$ cat src/rtl/ysyx_25010008_ifu.sv
// Instruction fetch unit for a multicycle core with one instruction in flight.
// It fetches the word at pc over a single-beat AR/R channel and holds it on inst
// until decode accepts it. It then waits for the next pc from execute/writeback.
module ysyx_25010008_ifu #(
  parameter logic [31:0] RESET_PC = 32'h8000_0000,
  parameter logic [31:0] NOP_INST = 32'h0000_0013
) (
  input  logic        clk,
  input  logic        rst_n,
  input  logic [31:0] npc_i,
  input  logic        npc_valid_i,
  output logic        npc_ready_o,
  output logic [31:0] pc_o,
  output logic [31:0] inst_o,
  output logic        ivalid_o,
  input  logic        idu_ready_i,
  output logic        ifault_o,
  output logic [31:0] araddr_o,
  output logic        arvalid_o,
  input  logic        arready_i,
  input  logic [31:0] rdata_i,
  input  logic [1:0]  rresp_i,
  input  logic        rvalid_i,
  output logic        rready_o
);

  typedef enum logic [2:0] {StIdle, StFetch, StWaitR, StHold, StWaitNpc} state_e;

  state_e      state_q;
  logic [31:0] pc_q;
  logic [31:0] inst_q;
  logic        ifault_q;
  logic        arvalid_q;
  logic        rready_q;
  logic        ivalid_q;
  logic        npc_ready_q;

  // FSM with registered handshake flags. Each flag is set on the same edge that enters its
  // state, so every output is a clean register.
  always_ff @(posedge clk or negedge rst_n) begin
    if (!rst_n) begin
      state_q     <= StIdle;
      pc_q        <= RESET_PC;
      inst_q      <= NOP_INST;
      ifault_q    <= 1'b0;
      arvalid_q   <= 1'b0;
      rready_q    <= 1'b0;
      ivalid_q    <= 1'b0;
      npc_ready_q <= 1'b0;
    end else begin
      case (state_q)
        StIdle: begin
          state_q   <= StFetch;
          arvalid_q <= 1'b1;
        end
        StFetch: begin
          // rvalid is deliberately not looked at until the address has been accepted
          if (arready_i) begin
            state_q   <= StWaitR;
            arvalid_q <= 1'b0;
            rready_q  <= 1'b1;
          end
        end
        StWaitR: begin
          if (rvalid_i) begin
            state_q  <= StHold;
            rready_q <= 1'b0;
            ivalid_q <= 1'b1;
            if (rresp_i == 2'b00) begin
              inst_q   <= rdata_i;
              ifault_q <= 1'b0;
            end else begin
              inst_q   <= NOP_INST;
              ifault_q <= 1'b1;
            end
          end
        end
        StHold: begin
          if (idu_ready_i) begin
            state_q     <= StWaitNpc;
            ivalid_q    <= 1'b0;
            npc_ready_q <= 1'b1;
          end
        end
        StWaitNpc: begin
          if (npc_valid_i) begin
            pc_q        <= npc_i;
            npc_ready_q <= 1'b0;
            if (npc_i[1:0] == 2'b00) begin
              state_q   <= StFetch;
              arvalid_q <= 1'b1;
            end else begin
              // A misaligned target faults locally and makes no bus access.
              state_q  <= StHold;
              ivalid_q <= 1'b1;
              inst_q   <= NOP_INST;
              ifault_q <= 1'b1;
            end
          end
        end
        default: begin
          state_q     <= StIdle;
          arvalid_q   <= 1'b0;
          rready_q    <= 1'b0;
          ivalid_q    <= 1'b0;
          npc_ready_q <= 1'b0;
        end
      endcase
    end
  end

  assign pc_o        = pc_q;
  assign araddr_o    = pc_q;
  assign inst_o      = inst_q;
  assign ifault_o    = ifault_q;
  assign arvalid_o   = arvalid_q;
  assign rready_o    = rready_q;
  assign ivalid_o    = ivalid_q;
  assign npc_ready_o = npc_ready_q;

endmodule

$ cat config.mk
export PLATFORM = sky130hd
export DESIGN_NAME = ysyx_25010008_ifu
export DESIGN_NICKNAME = d
export VERILOG_FILES = /design/src/rtl/ysyx_25010008_ifu.sv
export SDC_FILE = /design/constraint.sdc
export NUM_CORES = 1
export LEC_CHECK = 0
export CORE_UTILIZATION = 37
export CTS_CLUSTER_DIAMETER = 200
export DETAILED_ROUTE_END_ITERATION = 12
export PLACE_DENSITY = 0.81
export SLEW_MARGIN = 20
export SYNTH_ARGS = -nofsm -noshare
export SYNTH_HDL_FRONTEND = slang
export SYNTH_SLANG_ARGS = --single-unit
$ cat constraint.sdc
create_clock -name clk -period 1.8 [get_ports clk]
set_input_delay 0.18 -clock clk [delete_from_list [all_inputs] [get_ports clk]]
set_output_delay 0.18 -clock clk [all_outputs]
set_load 0.05 [all_outputs]
* Word level (Yosys, flattened, before mapping)
Cells that the tools add are included.
** Word-level totals
- Bits in registers :: 72
- Input bits :: 72
- Output and inout port bits :: 101
- Logic and storage cells :: 66
** Cells by class
- Eq/ne operators :: 10
- Multiplexer cells :: 29
- Bitwise gates (word level) :: 4
- Reductions and logical operators :: 15
** Operators with widths (number)
- $mux 32 :: 4
- $pmux 32 s2 :: 1
- $pmux 3 s5 :: 1
- $mux 1 :: 13
- $mux 3 :: 4
- $ne 2x2->1 const B :: 6
- $reduce_and 4->1 :: 3
- $pmux 1 s4 :: 2
- $eq 3x2->1 const B :: 2
- $pmux 1 s3 :: 2
- $reduce_and 3->1 :: 2
- $reduce_or 3->1 :: 2
- $reduce_and 5->1 :: 1
- $logic_not 2->1 :: 2
- $not 1->1 :: 4
- $reduce_or 2->1 :: 2
- $eq 3x1->1 const B :: 1
- $eq 3x3->1 const B :: 1
- $logic_not 3->1 :: 1
- $mux 2 :: 1
- $pmux 1 s2 :: 1
- $reduce_and 2->1 :: 1
- $reduce_bool 2->1 :: 1

* Longest topological paths before layout
Gate-level depths: netlist of the first run.
- Depth in word-level cells :: 4
- Depth in mapped cells :: 6
- Gate-level depth less buffers :: 3

* Least setup slack after synthesis of the first run
No wires, ideal clock.
- Path type :: reg2reg
- From :: reg state_q[1]
- To :: reg ifault_q, in the netlist ifault_o
- Arrival time :: 1.733 ns
- Path slack :: -0.058 ns
- Cell stages (with the launch flop) :: 6
- Period minus slack after synthesis :: 1.858 ns
- Path through :: dfrtp_1 buf_6 xnor2_1 a2111oi_4 buf_6 mux2_4
** On the way
- Word-level cells in the longest chain between the ends :: 3
- Elaborated cells between the ends (all ways) :: 8
** RTL lines
- from (decl) :: line 29 : state_e state_q;
- from (signal assigned) :: line 42 : state_q <= StIdle;
- from (signal assigned) :: line 53 : state_q <= StFetch;
- from (signal assigned) :: line 59 : state_q <= StWaitR;
- $eq 3x3->1 or $eq 3x2->1 (tied branches) :: line 51 : case (state_q)
- $ne 2x2->1 (no line) or $reduce_bool 2->1 (tied branches)
- $reduce_and 4->1 (no line)
- to (signal assigned) :: line 45 : ifault_q <= 1'b0;
- to (signal assigned) :: line 71 : ifault_q <= 1'b0;
- to (signal assigned) :: line 74 : ifault_q <= 1'b1;
- to (decl) :: line 32 : logic ifault_q;
Parallel ways exist; a longest one is shown, timed or not.
A chain may end at the register's enable or synchronous reset.

* Worst setup path in the final report of the first run
- From :: reg state_q[2]
- To :: reg inst_q[14], in the netlist inst_o[14]
** On the way
- Word-level cells in the longest chain between the ends :: 3
- Elaborated cells between the ends (all ways) :: 8
** RTL lines
- $eq 3x3->1 or $eq 3x2->1 (tied branches) :: line 51
- $ne 2x2->1 (no line) or $reduce_bool 2->1 (tied branches)
- $reduce_and 4->1 (no line)
- to (signal assigned) :: line 70 : inst_q <= rdata_i;
- to (decl) :: line 31 : logic [31:0] inst_q;
Parallel ways exist; a longest one is shown, timed or not.

==> metrics.md, run 1 <==
| Metric | Value |
|---|---|
| Final min period | 1.81 ns |
| Dpl ws | -0.357 ns |
| DRC viols | 0 |
| Post-Route Utilization | 0.607 |
| Crit. End Element | register |
| Sink Count | 72 |
| Post-Synthesis Cell Area | 3490 µm² |
| FF-to-FF Start | state_q[2] |
| Largest net degree at the start of global routing | 73 |
| Clk Latency, worst-skew pair | about 0.33 ns |
| DR WL/cell | 15.8 µm |
| Number of diodes | 0 |
| Num rows | 35 |
| PD cells | 2040 nW/µm² |
| All-Layer GR Usage | 0.175 |
| Antenna violations before repair | 0 |
| Synth top area share | 0.488 |
| Iter 0 DRT Violations | 95 |
| CP Cell Sequence | and2b_1 > a2111oi_4 > buf_6 > clkbuf_16 > mux2_4 |
| Avg Inst Size Synth | between 10 and 15 µm² |
| Worst reg-to-reg setup slack | -0.009 ns |
| Synth Register Bits | 72 |
| Crit path launch type | register |
| Failing checks | setup timing |
| Worst hold path type | input pin to asynchronous set/reset pin |
| Final slew viol count | 0 |
| Relative slew slack | 0.651 |
| Total CTS buffers | 9 |
| Htree depth | 3 |
| Synth unique cells | 34 |
| Largest cells by area after synthesis | dfrtp_1 (49%), mux2_4 (12%), mux2_2 (11%), buf_4 (6.9%), and3_1 (5.6%) |
| Via count | 2622 |
| Clock root cell | clkbuf_8 |
| Syn Nets | 335 |
| CTS tree | done |
| Leak | 2.54 nW |
| Unrepaired setup endpoints after global routing | true |
| Kind of critical path | register to register |
| Max Clk Rate | 553 MHz |
| P&R area growth vs syn | 59.9% |
| Cell accounting for the most synthesized area | dfrtp_1 |
| CP max-delay cell | dfrtp_2 |
| Worst reg2reg path depth | 5 |
| Final wirelength | roughly 8500 µm |
| Critical path buffers and inverters | 2 |
| Clock buffer depth | 2 |
| Vias per cell | 4.86 |
| Total core area | 9200 µm² |
| Placed insts | 514 |
| PortBufs | 172 |
| Filler cells | 731 |
| Clock transition at path regs | approximately 0.08 ns |
| Vias in the first global route | approximately 2800 |
| FF/Latch Area | 1810 µm² |
| Share of cells above drive strength 1 | 0.287 |
| Fin crit share | 1.00 |
| Final std cells w/o fill | 539 |
| Critical Path AT | 2.03 ns |
| First-pass GRT wire length | ~14000 µm |
| Commonest non-fill, non-tap cell in the layout | clkdlybuf4s50_1 |
| Critical Path Fanout Max | 8 |
| Fin Setup TNS | -0.0185 ns |
| Max incr delay on CP | 0.47 ns |
| Syn Inst Count | between 200 and 300 |
| Sequential share of the synthesized area | 0.518 |
| Die ar. | about 9800 µm² |
| Routability cong. | a little under 0.9 |
| Least-Margin Pin Slew | 0.521 ns |
| Status | finished, violations left |
| Crit path max-delay family | flip-flops |
| Chip width | 99.1 µm |
| Starting Density | 0.379 |
| Final setup viols | 4 |
| Detailed placement HPWL | 5720 µm |
| Required @ worst endpoint | 2.02 ns |
| Ys Warns | 0 |
| Skew final | 0.0139 ns |
| Setup ws final | -0.00887 ns |
| Area occupied by multi-input gates | 1360 µm² |
| Commonest non-fill, non-tap cells in the layout | clkdlybuf4s50_1 (164), dfrtp_1 (65), mux2_4 (33), and3_1 (31), mux2_2 (31) |
| Top-level I/O count | ~170 |
| Nets | 495 |
| Post-route ant nets | 0 |
| R2r endpoint | inst_o[14] |
| Total iterations of the first detailed-routing run | 4 |
| Gr ovfl total | 0 |
| Hold Fails Final Rpt | 0 |
| Die Ht | 99.1 µm |
| Max cap viols | 0 |
| Worst vdd ir | 0.000895 V |
## per-stage QoR
stage / area (µm²) / power, W / hold slack [ns]
floorplan: 3500 / 0.00773 / -0.116
global placement: 5180 / 0.00945 / 0.229
detailed placement: 5180 / 0.00957 / 0.238
CTS: 5470 / 0.0112 / 0.405
global route: 5580 / 0.0119 / 0.438
finish: 5580 / 0.0114 / 0.389
## logic make-up (layout without fill, tap and decap cells)
group	after synthesis	after routing	synth area share
flops	72	72	0.518
mux	65	65	0.241
simple gates	56	56	0.0997
buf+inv	53	218	0.101
compound gates	16	16	0.0380
xor+xnor	1	1	0.00251
## worst max path at each step
stage / start / end / slack [ns] / cells after the start
6_report: state_q[2] / inst_o[14] / -0.009 / 5
3_3_place_gp: npc_i[1] / inst_o[7] / -0.31 / 5
4_1_cts: state_q[1] / inst_o[8] / -0.06 / 5
5_1_grt: state_q[2] / inst_o[22] / -0.05 / 5
2_1_floorplan: state_q[1] / ifault_o / -0.002 / 5
3_5_place_dp: npc_i[1] / inst_o[7] / -0.36 / 5
## power breakdown
part / total, W / switching (W) / internal [W]
Sequential: 0.00270 / 0.000476 / 0.00223
Clock: 0.00130 / 0.000591 / 0.000711
Combinational: 0.00740 / 0.00436 / 0.00304
## flip-flops by register name, indices dropped and copies added, names as in the netlist
register / flops
ifault_o: 1
rready_o: 1
araddr_o: 32
state_q: 3
arvalid_o: 1
inst_o: 32
ivalid_o: 1
npc_ready_o: 1
## synthesized netlist by cell type
cell type	n
dfrtp_1	68
mux2_2	35
buf_4	32
and3_1	31
mux2_4	29
clkbuf_1	10
nand3b_1	6
nor2_1	5
o21ai_0	5
buf_6	4
dfstp_2	4
inv_1	4
buf_2	3
a21oi_1	2
a41o_1	2
nand2_1	2
nand2b_1	2
nor2b_1	2
nor4b_1	2
a2111oi_0	1
a2111oi_4	1
a211o_1	1
a21o_1	1
a32o_1	1
and2b_1	1
mux2_1	1
nand3_1	1
nand4_1	1
o22ai_1	1
o311ai_0	1
or2_2	1
or3_1	1
or3b_1	1
xnor2_1	1
## layer usage
metal	global-route usage	part of all wire	routed length (µm)
met1	0.220	0.44	3760
met3	0.0527	0.069	592
met4	0.0419	0.0018	15
met2	0.297	0.49	4160
met5	0	0	0
## final cells by class
cell class | count | share of cell area
repair buffers | 198 | 0.368
flip-flops and latches | 72 | 0.324
multi-input cells | 138 | 0.243
clock buffers | 11 | 0.0271
well taps | 111 | 0.0249
clock inverters | 5 | 0.00986
inverters | 4 | 0.00269
## worst min-delay path, delay by kind of cell
| family | cells | cell delay (ns) |
|---|---|---|
| buffers and inverters | 3 | 0.96 |
## timing repair
item | CTS | global route
pin swaps | 1 | 1
buffers inserted | 3 | 1
hold endpoints to repair | 68 | 0
endpoints found under the setup margin | 33 | 45
gates resized for setup | 4 | 9
hold buffers | 1 | 0
cloned | 2 | 3
Power figures use the tool's default switching activity.
==> run 2: changes to the inputs <==
--- a/config.mk
+++ b/config.mk
@@ -5,10 +5,10 @@
 export SDC_FILE = /design/constraint.sdc
 export NUM_CORES = 1
 export LEC_CHECK = 0
-export CORE_UTILIZATION = 37
+export CORE_UTILIZATION = 44
 export CTS_CLUSTER_DIAMETER = 200
 export DETAILED_ROUTE_END_ITERATION = 12
-export PLACE_DENSITY = 0.81
+export PLACE_DENSITY = 0.9
 export SLEW_MARGIN = 20
 export SYNTH_ARGS = -nofsm -noshare
 export SYNTH_HDL_FRONTEND = slang
==> constraint.sdc (replaced) <==
create_clock -name clk -period 2.2 [get_ports clk]
set_input_delay 0.22 -clock clk [delete_from_list [all_inputs] [get_ports clk]]
set_output_delay 0.22 -clock clk [all_outputs]
set_load 0.05 [all_outputs]
==> metrics.md, run 2 (synthesized netlist as in run 1, its figures left out) <==
| Metric | Value |
|---|---|
| Status | finished, violations left |
| Failing checks | hold timing |
| Max Clk Rate | 511 MHz (-7.5%) |
| Required @ worst endpoint | 2.41 ns (+0.39 ns) |
| Relative slew slack | 0.416 (-0.235) |
| Via count | 2561 (-2.3%) |
| Max cap viols | 0 (unchanged) |
| Nets | 479 (-3.2%) |
| Clock root cell | clkbuf_8 |
| Share of cells above drive strength 1 | 0.235 (-0.0519) |
| Vias per cell | 4.98 (+2.4%) |
| Starting Density | 0.454 (+0.0745) |
| Die Ht | 91.1 µm (-8.1%) |
| Commonest non-fill, non-tap cell in the layout | clkdlybuf4s50_1 |
| Final wirelength | 8290 µm (-2.8%) |
| Detailed placement HPWL | 6180 µm (+7.9%) |
| Final min period | 1.96 ns (+0.147 ns) |
| Skew final | 0.0163 ns (+0.00235 ns) |
| Setup repair bufs after CTS | 0 (-3) |
| P_sw | 0.00432 W (-20%) |
| Clock buffer depth | 2 (unchanged) |
| Least-Margin Pin Slew | 0.876 ns (+0.354 ns) |
| Kind of critical path | register to register |
| Clock transition at path regs | 0.09 ns (about the same) |
| First-pass GRT wire length | 13300 µm (-2.1%) |
| Post_cts resized | 0 (-4) |
| Routability cong. | 0.796 (-8.7%) |
| Total CTS buffers | 9 (unchanged) |
| P&R area growth vs syn | 53.4% |
| CTS tree | done |
| Iter 0 DRT Violations | 83 (-13%) |
| Post-Route Utilization | 0.696 (+0.0892) |
| Post-route ant nets | 0 (unchanged) |
| Unrepaired setup endpoints after global routing | false |
| Gr ovfl total | 0 (unchanged) |
| Die ar. | 8290 µm² (-16%) |
| Placed insts | 498 (-3.1%) |
| Register share of total power | 0.244 (+0.007) |
| Fin crit share | 0.889 (-0.116) |
| Post-cts hold buffer count | 0 (-1) |
| All-Layer GR Usage | 0.205 (+0.0296) |
| Final setup viols | 0 (-4) |
| Critical Path AT | 2.17 ns (+0.14 ns) |
| Top-level I/O count | 173 (unchanged) |
| Hold Fails Final Rpt | 10 (+10) |
| Number of diodes | 0 (unchanged) |
| WHS | -0.00914 ns (-0.399 ns) |
| Worst hold path type | input pin to asynchronous set/reset pin |
| Clock power frac | 0.143 (+0.029) |
| PortBufs | 172 (unchanged) |
| P_int | 0.00470 W (-21%) |
| Fin Setup TNS | 0 ns (+0.0185 ns) |
| Chip width | 91.1 µm (-8.1%) |
| Largest net degree at the start of global routing | 73 (unchanged) |
| Num rows | 32 (-8.6%) |
| Vias in the first global route | 2587 (-6.4%) |
| DR WL/cell | 16.1 µm (+1.9%) |
| Total core area | 7690 µm² (-16%) |
| Final std cells w/o fill | 514 (-4.6%) |
| Total iterations of the first detailed-routing run | 5 (+1) |
| DRC viols | 0 (unchanged) |
| Critical Path Fanout Max | 26 (+18) |
| Combinational share of power | 0.613 (-0.036) |
| Leak | 2.41 nW (-5.1%) |
| Final slew viol count | 0 (unchanged) |
| Sw Ratio | 0.479 (+0.00337) |
| Crit path launch type | register |
| PD cells | 1690 nW/µm² (-18%) |
| Htree depth | 3 (unchanged) |
| Antenna violations before repair | 0 (unchanged) |
| Crit. End Element | register |
| Commonest non-fill, non-tap cells in the layout | clkdlybuf4s50_1 (171), dfrtp_1 (68), mux2_2 (35), and3_1 (31), mux2_4 (29) |
| Worst vdd ir | 0.000669 V (-25%) |
| Sink Count | 72 (unchanged) |
| Clk Latency, worst-skew pair | 0.33 ns (about the same) |
## run 2: worst max-delay path: stages, from the launching register on
cell and delay, ns:
dfrtp_1 0.55, and2b_1 0.25, a2111oi_4 0.39, buf_12 0.27, mux2_2 0.36
## run 2: worst paths after layout
| path | start | to | slack [ns] | cells after the start |
|---|---|---|---|---|
| setup / recovery | state_q[1] | inst_o[9] | 0.24 | 4 |
| hold / removal | rst_n | araddr_o[30] | -0.009 | 1 |
| setup reg to reg | state_q[1] | inst_o[9] | 0.24 | 4 |
| hold reg to reg | inst_o[14] | inst_o[14] | 0.51 | 1 |
| max in group asynchronous | rst_n | inst_o[19] | 1.62 | 1 |
| min in group clk | npc_i[19] | araddr_o[19] | 0.49 | 2 |
## run 2: per-stage QoR
stage	cell area [µm²]	power, W	setup slack (ns)	hold slack, ns
after CTS	5350	0.00908	0.247	0.0364
after global routing	5350	0.00937	0.155	0.0758
after detailed placement	5100	0.00779	0.0211	0.404
final	5350	0.00902	0.245	-0.00914
after floorplan	3490	0.00631	0.342	-0.0756
after global placement	5100	0.00766	0.0745	0.386
## run 2: cell type report
cell class	instances	area (µm²)
fillers	549	2340
repair buffers	182	1820
flip-flops and latches	72	1810
multi-input cells	138	1330
clock buffers	10	138
well taps	102	128
clock inverters	6	115
inverters	4	15.0
## run 2: power groups by stage
stage / logic (W) / clock network, W / registers (W)
finish: 0.00552 / 0.00129 / 0.00220
global route: 0.00571 / 0.00138 / 0.00228
CTS: 0.00556 / 0.00131 / 0.00221
detailed placement: 0.00557 / 0 / 0.00222
global placement: 0.00546 / 0 / 0.00219
floorplan: 0.00263 / 0 / 0.00368
## run 2: per-layer routing
layer / global-route usage / share of wire / vias to the layer above
li1: - / - / 1180
met1: 0.248 / 0.41 / 1243
met2: 0.358 / 0.50 / 127
met3: 0.0603 / 0.076 / 11
met4: 0.0489 / 0.013 / 0
met5: 0 / 0 / -
